### config.mk
export PLATFORM = sky130hd
export DESIGN_NAME = hazard_ctrl
export DESIGN_NICKNAME = d
export VERILOG_FILES = /design/src/rtl/hazard_ctrl.sv
export SDC_FILE = /design/constraint.sdc
export NUM_CORES = 1
export LEC_CHECK = 0
export ABC_AREA = 1
export CAP_MARGIN = 30
export CELL_PAD_IN_SITES_DETAIL_PLACEMENT = 1
export CELL_PAD_IN_SITES_GLOBAL_PLACEMENT = 1
export CORE_ASPECT_RATIO = 0.9
export CORE_MARGIN = 2
export CORE_UTILIZATION = 33
export CTS_BUF_LIST = sky130_fd_sc_hd__clkbuf_4 sky130_fd_sc_hd__clkbuf_8
export CTS_CLUSTER_SIZE = 12
export DETAILED_ROUTE_END_ITERATION = 16
export PLACE_DENSITY = 0.77
export SYNTH_ARGS = -nofsm -noshare
export SYNTH_HDL_FRONTEND = slang
export SYNTH_SLANG_ARGS = --single-unit
### constraint.sdc
create_clock -name i_clk -period 1.1 [get_ports i_clk]
set_clock_uncertainty 0.05 [all_clocks]
set_input_delay 0.11 -clock i_clk [delete_from_list [all_inputs] [get_ports i_clk]]
set_output_delay 0.11 -clock i_clk [all_outputs]
set_load 0.03 [all_outputs]
### src/rtl/hazard_ctrl.sv
`default_nettype none
// hazard_ctrl: decode-stage hazard controller (EX/MEM/WB scoreboard, forwarding, stall, flush FSM).
// Optional stall counter output enabled by defining HAZARD_STATS_EN.
module hazard_ctrl #(
  parameter int unsigned FLUSH_CYCLES = 2,
  parameter int unsigned REG_AW       = 5
) (
  input  logic              i_clk,
  input  logic              i_rst,
  input  logic              i_freeze,
  input  logic [REG_AW-1:0] i_id_rs,
  input  logic [REG_AW-1:0] i_id_rt,
  input  logic              i_id_use_rs,
  input  logic              i_id_use_rt,
  input  logic [REG_AW-1:0] i_id_wr_addr,
  input  logic              i_id_reg_write,
  input  logic              i_id_mem_read,
  input  logic              i_exception,
  input  logic              i_eret,
  output logic [1:0]        o_mux_ctrl1,
  output logic [1:0]        o_mux_ctrl2,
  output logic              o_stall,
  output logic              o_bubble,
  output logic              o_flush,
  output logic              o_busy
`ifdef HAZARD_STATS_EN
  ,output logic [31:0]      o_stall_count
`endif
);

  localparam logic [2:0] CNT_RELOAD = 3'(FLUSH_CYCLES - 1);

  typedef enum logic [0:0] {
    ST_IDLE  = 1'b0,
    ST_FLUSH = 1'b1
  } state_e;

  state_e            state_q;
  logic [2:0]        cnt_q;
  logic              flush_q;

  // Slot index 0 = S1 (EX), 1 = S2 (MEM), 2 = S3 (WB)
  logic [2:0]        slot_vld_q,  slot_vld_d;
  logic [2:0]        slot_ld_q,   slot_ld_d;
  logic [REG_AW-1:0] slot_addr_q [3];
  logic [REG_AW-1:0] slot_addr_d [3];

  logic [2:0]        hit_rs, hit_rt;
  logic              flush_req;
  logic              accept;
  logic              stall;

  function automatic logic src_hit(input logic en, input logic [REG_AW-1:0] src,
                                   input logic vld, input logic [REG_AW-1:0] addr);
    return en && (src != '0) && vld && (addr == src);
  endfunction

  function automatic logic [1:0] fwd_sel(input logic [2:0] hit, input logic s2_load);
    logic [1:0] sel;
    sel = 2'b00;
    if (hit[0])      sel = 2'b00;
    else if (hit[1]) sel = s2_load ? 2'b10 : 2'b01;
    else if (hit[2]) sel = 2'b11;
    return sel;
  endfunction

  always_comb begin
    for (int i = 0; i < 3; i++) begin
      hit_rs[i] = src_hit(i_id_use_rs, i_id_rs, slot_vld_q[i], slot_addr_q[i]);
      hit_rt[i] = src_hit(i_id_use_rt, i_id_rt, slot_vld_q[i], slot_addr_q[i]);
    end
  end

  assign flush_req   = i_exception | i_eret;
  assign accept      = (state_q == ST_IDLE) && flush_req && !i_freeze;
  assign stall       = (hit_rs[0] | hit_rt[0]) & ~flush_q;

  assign o_stall     = stall;
  assign o_bubble    = stall;
  assign o_mux_ctrl1 = fwd_sel(hit_rs, slot_ld_q[1]);
  assign o_mux_ctrl2 = fwd_sel(hit_rt, slot_ld_q[1]);
  assign o_flush     = flush_q;
  assign o_busy      = (state_q == ST_FLUSH);

  // Scoreboard next state: hold on freeze, clear while flushing or on flush entry, else shift.
  always_comb begin
    slot_vld_d = slot_vld_q;
    slot_ld_d  = slot_ld_q;
    for (int i = 0; i < 3; i++) slot_addr_d[i] = slot_addr_q[i];
    if (!i_freeze) begin
      if ((state_q == ST_FLUSH) || accept) begin
        slot_vld_d = 3'b000;
      end else begin
        slot_vld_d[2]  = slot_vld_q[1];
        slot_ld_d[2]   = slot_ld_q[1];
        slot_addr_d[2] = slot_addr_q[1];
        slot_vld_d[1]  = slot_vld_q[0];
        slot_ld_d[1]   = slot_ld_q[0];
        slot_addr_d[1] = slot_addr_q[0];
        slot_vld_d[0]  = !stall && i_id_reg_write && (i_id_wr_addr != '0);
        slot_ld_d[0]   = i_id_mem_read;
        slot_addr_d[0] = i_id_wr_addr;
      end
    end
  end

  always_ff @(posedge i_clk) begin
    if (i_rst) begin
      slot_vld_q <= 3'b000;
      slot_ld_q  <= 3'b000;
      for (int i = 0; i < 3; i++) slot_addr_q[i] <= '0;
    end else begin
      slot_vld_q <= slot_vld_d;
      slot_ld_q  <= slot_ld_d;
      for (int i = 0; i < 3; i++) slot_addr_q[i] <= slot_addr_d[i];
    end
  end

  always_ff @(posedge i_clk) begin
    if (i_rst) begin
      state_q <= ST_IDLE;
      cnt_q   <= 3'd0;
      flush_q <= 1'b0;
    end else if (!i_freeze) begin
      case (state_q)
        ST_IDLE: begin
          if (flush_req) begin
            state_q <= ST_FLUSH;
            cnt_q   <= CNT_RELOAD;
            flush_q <= 1'b1;
          end
        end
        ST_FLUSH: begin
          if (flush_req) begin
            cnt_q <= CNT_RELOAD;
          end else if (cnt_q == 3'd0) begin
            state_q <= ST_IDLE;
            flush_q <= 1'b0;
          end else begin
            cnt_q <= cnt_q - 3'd1;
          end
        end
        default: begin
          state_q <= ST_IDLE;
          cnt_q   <= 3'd0;
          flush_q <= 1'b0;
        end
      endcase
    end
  end

`ifdef HAZARD_STATS_EN
  logic [31:0] stall_cnt_q;

  always_ff @(posedge i_clk) begin
    if (i_rst) begin
      stall_cnt_q <= 32'd0;
    end else if (stall && !i_freeze && (stall_cnt_q != 32'hFFFF_FFFF)) begin
      stall_cnt_q <= stall_cnt_q + 32'd1;
    end
  end

  assign o_stall_count = stall_cnt_q;
`endif

endmodule
`default_nettype wire

After elaboration in Yosys (flattened, before gate mapping)
Memories as Yosys holds them, arrays and structs flattened.
Cells that the tools add are included.
Widths: inputs -> output; s select.
{"block": "word_totals", "ff_bits": 10, "mem_bits_rw": 15, "inputBits": 24, "output_inout_bits": 8, "wordCells": 83, "memories": 1}
{"block": "op_classes", "addsub": 1, "eq_ne": 10, "n_mux": 28, "bitwise": 10, "n_reduce_logical": 28}
{"memory": "slot_addr_q", "depth": 3, "width": 5, "read_ports": 3, "rd_ports_with_merged_regs": 0, "write_ports": 3, "line_no": "45", "rtl": "logic [REG_AW-1:0] slot_addr_q [3];"}
{"op": "$eq 5x5->1", "count": 6}
{"op": "$mux 15", "count": 2}
{"op": "$logic_and 1x1->1", "count": 18}
{"op": "$mux 5", "count": 3}
{"op": "$reduce_bool 5->1", "count": 3}
{"op": "$mux 2", "count": 7}
{"op": "$mux 3", "count": 4}
{"op": "$mux 1", "count": 9}
{"op": "$pmux 3 s2", "count": 1}
{"op": "$or 1x1->1", "count": 5}
{"op": "$ne 2x2->1 const B", "count": 2}
{"op": "$not 1->1", "count": 4}
{"op": "$pmux 1 s2", "count": 2}
{"op": "$reduce_and 4->1", "count": 1}
{"op": "$logic_not 3->1", "count": 1}
{"op": "$ne 3x3->1 const B", "count": 1}
{"op": "$reduce_and 3->1", "count": 1}
{"op": "$sub 3x1->3 const B", "count": 1}
{"op": "$logic_not 1->1", "count": 2}
{"op": "$ne 2x1->1 const B", "count": 1}
{"op": "$reduce_and 2->1", "count": 1}
{"op": "$and 1x1->1", "count": 1}
{"op": "$logic_or 1x1->1", "count": 1}

Longest topological paths before layout
{"block": "depth", "depth_word": 10, "mapped_depth": 10, "depth_no_buf": 10}

Worst setup path before layout
OpenSTA, ideal clock, no wires.
{"block": "synth_timing", "path_type": "register -> output", "startpoint": "memory slot_addr_q[1][4], in the netlist slot_addr_q[0][9]", "endpoint": "output o_mux_ctrl2[0]", "arrival_time_ns": 1.327, "t_required_ns": 0.940, "path_slack_ns": -0.387, "stages_incl_launch_ff": 8, "path_buffers": 0, "path_cell_list": "dfxtp_1 xnor2_1 nand3_1 nor3_1 nand3_1 nand2_1 nand2_1 nor2_1"}
{"element": "from (decl)", "line_no": "45"}
{"element": "to (decl)", "line_no": "21", "rtl": "output logic [1:0] o_mux_ctrl2,"}

==> flow_summary.yaml <==
placement:
  post-dp-hpwl_mm: 3.91
  port_buffers: 31
  globalplace.congestion: 0.857
  detailed_place.area_um2: 2180
layout:
  areaGrowthSynthToFinish_pct: 77.0
  fin_util_pct: 60.4
  final_nets: 334
  final_layout_size_suffix_gt1_share_pct: 48.2
  num_antenna_cells: 0
  design_area_final_um2: 2660
global_routing:
  grt_usage_pct: 21.9
  antenna_violations_before_repair: 0
  vias_in_the_first_global_route: 1773
  grt_first_pass_wirelength_mm: 8.26
  grt_start_max_net_pins: 15
  grt.overflow.total: 0
route:
  first_iter_violations: 95
  vias: 1832
  drtAntennaViolNets: 0
  post_drt_wl_per_cell_um: 17.6
  route.detailed.drc: 0
  firstDrtPassIters: 4
  vias_per_instance: 4.96
  wirelength_mm: 6.49
worst_hold_path:
  hold_depth: 3
  hold_path_class: "in -> reg"
clock_tree:
  clock_insertion_delay_worst_skew_ps: 270
  cts_htree_levels: 1
  cts_tree: "yes"
  cts_root_buffer: "clkbuf_8"
  clock_input_transition_at_the_sequential_cells_of_the_worst_setup_and_hold_paths_ps: 100
  cts_made_buffers: 3
  postCtsHoldBufs: 0
  cts.sinks: 25
  max-clock-path-buffers: 2
worst_setup_path:
  worstPathRequired_ps: 940
  worst-endpoint-arrival_ps: 1580
  worst-r2r-cell-count: 8
  critPathCaptureType: "primary output"
  worstPathMaxFanout: 5
  critical_setup_path_class: "reg -> out"
  nature_of_the_critical_path_startpoint: "register"
sta:
  final.period_utilization_pct: 158
  finalSetupViolations: 31
  rsz0062_at_grt: "yes"
  worst_slew_pin_slew_ps: 266
  finalCriticalPeriod_ps: 1740
  fmax_mhz: 575
  post-route-worst-setup-slack_ps: -639
  timing.final.hold_violations: 0
  timing_max_transition_violations_final: 0
  max_slew_margin_pct: 82.3
die:
  dieWidth_um: 75.1
  dieArea_um2: 5110
  placementRows: 23
  ios: 32
  die_height_um: 68.0
  start_util_pct: 34.1
  fp.coreArea_um2: 4400
yosys:
  ys.warnings.count: 0
  yosysUniqueCellTypes: 22
  synth_top_area_cell: "dfxtp_1"
  synth-edff-count: 0
  syn_area_um2: 1500
  synth.ff_latch_count: 25
  share_of_the_synthesized_area_in_the_top_cell_type_pct: 33.3
  synth_async_sr_flop_share_pct: 0
  synth_flop_cell: "dfxtp_1"
  post_synth_inst_count: 232
  yosysMostFrequentCell: "nand2_1"
  netlist_top_cells_count: "nand2_1 (46), nor2_1 (34), inv_1 (29)"
  syn-mean-instance-area_um2: 6.47
  post_syn_nets: 258
  ys_seq_area_share_pct: 33.3
  yosys-top-cells-area: "dfxtp_1 (33%), nand2_1 (12%), nor2_1 (8.5%), a21oi_1 (8.0%), o21ai_0 (7.7%)"
flow_run:
  maxCapViolCount: 0
power:
  ir_drop_worst_vdd_mv: 0.471
  pwr_density_cell_nw_per_um2: 879
  design_power_total_mw: 2.34
  p_leak_nw: 1.18
outcome:
  status: "complete, but fails checks"
  failed_checks: "setup timing"
metal layers:
metal / share of wire, % / vias up / routed length (um) / global-route usage (%)
met3: 4.5 / 18 / 293 / 1.77
met4: 2.9 / 0 / 191 / 5.36
met2: 52 / 49 / 3400 / 40.1
met1: 40 / 873 / 2600 / 27.7
li1: - / 892 / - / -
met5: 0 / - / 0 / 0
critical path, cell delays in order (launching register included):
cell and delay (ps):
dfxtp_2 380, xor2_1 180, nor3_2 210, nand3_2 120
nand2_2 110, nand2_4 70, nor2_4 100, buf_6 130
flip-flops by register name (all words and copies together), names as in the netlist:
register and count:
o_busy 1, slot_vld_q 3, cnt_q 3, slot_ld_q 2, o_flush 1, slot_addr_q 15
cell families after synthesis:
logic type	after synthesis	synth area share (%)
AO/OA/AOI/OAI	50	17.3
adder cells (fa/ha/maj)	2	1.67
AND/OR/NAND/NOR	104	29.5
buffers and inverters	36	9.50
XOR/XNOR	15	8.75
flip-flops	25	33.3
path summary, 6_finish.rpt:
check                                       start             end  slack (ps)
worst min register to register      slot_vld_q[2]   slot_vld_q[2]         450
worst max register to register           cnt_q[0]        cnt_q[2]        -250
worst max-delay path            slot_addr_q[0][6]  o_mux_ctrl2[0]        -640
worst min-delay path                     i_freeze          o_busy         310
what timing repair did:
item | in CTS | in global routing
setup buffers | 5 | 7
setup endpoints to repair | 30 | 32
gates resized for setup | 61 | 63
gates cloned | 1 | 1
pin swaps | 13 | 17
layout by cell type, fill, tap and decap left out, types with 10 or more instances in the layout:
cell type	n
a21oi_1	14
a21oi_2	10
buf_4	34
buf_6	14
clkdlybuf4s50_1	12
dfxtp_1	13
dlygate4sd2_1	10
inv_1	17
inv_2	11
nand2_1	34
nor2_1	21
nor2_4	10
o21ai_2	11
xor2_1	12
area by class of cell:
class | count | area, um2
Clock buffer | 3 | 41.3
Inverter | 31 | 124
Tap cell | 62 | 77.6
Clock inverter | 1 | 5.00
Sequential cell | 25 | 526
Fill cell | 534 | 1750
Multi-Input combinational cell | 171 | 1150
Timing Repair Buffer | 76 | 733
stage by stage:
step                hold WS [ps]  setup TNS (ps)  setup slack (ps)  std cells
floorplan                    119           -1070              -204        232
global placement             419          -12380              -706        355
detailed placement           436          -13240              -746        355
CTS                          279           -4310              -653        365
global route                 327           -7980              -746        369
finish                       307           -6460              -639        369
power by group:
| part | total [mW] | internal (mW) | leakage, nW | switching, mW |
|---|---|---|---|---|
| sequential | 1.02 | 0.953 | 0.210 | 0.0654 |
| clock | 0.569 | 0.254 | 0.0255 | 0.315 |
| combinational | 0.748 | 0.360 | 0.942 | 0.388 |
Power figures use the tool's default switching activity.
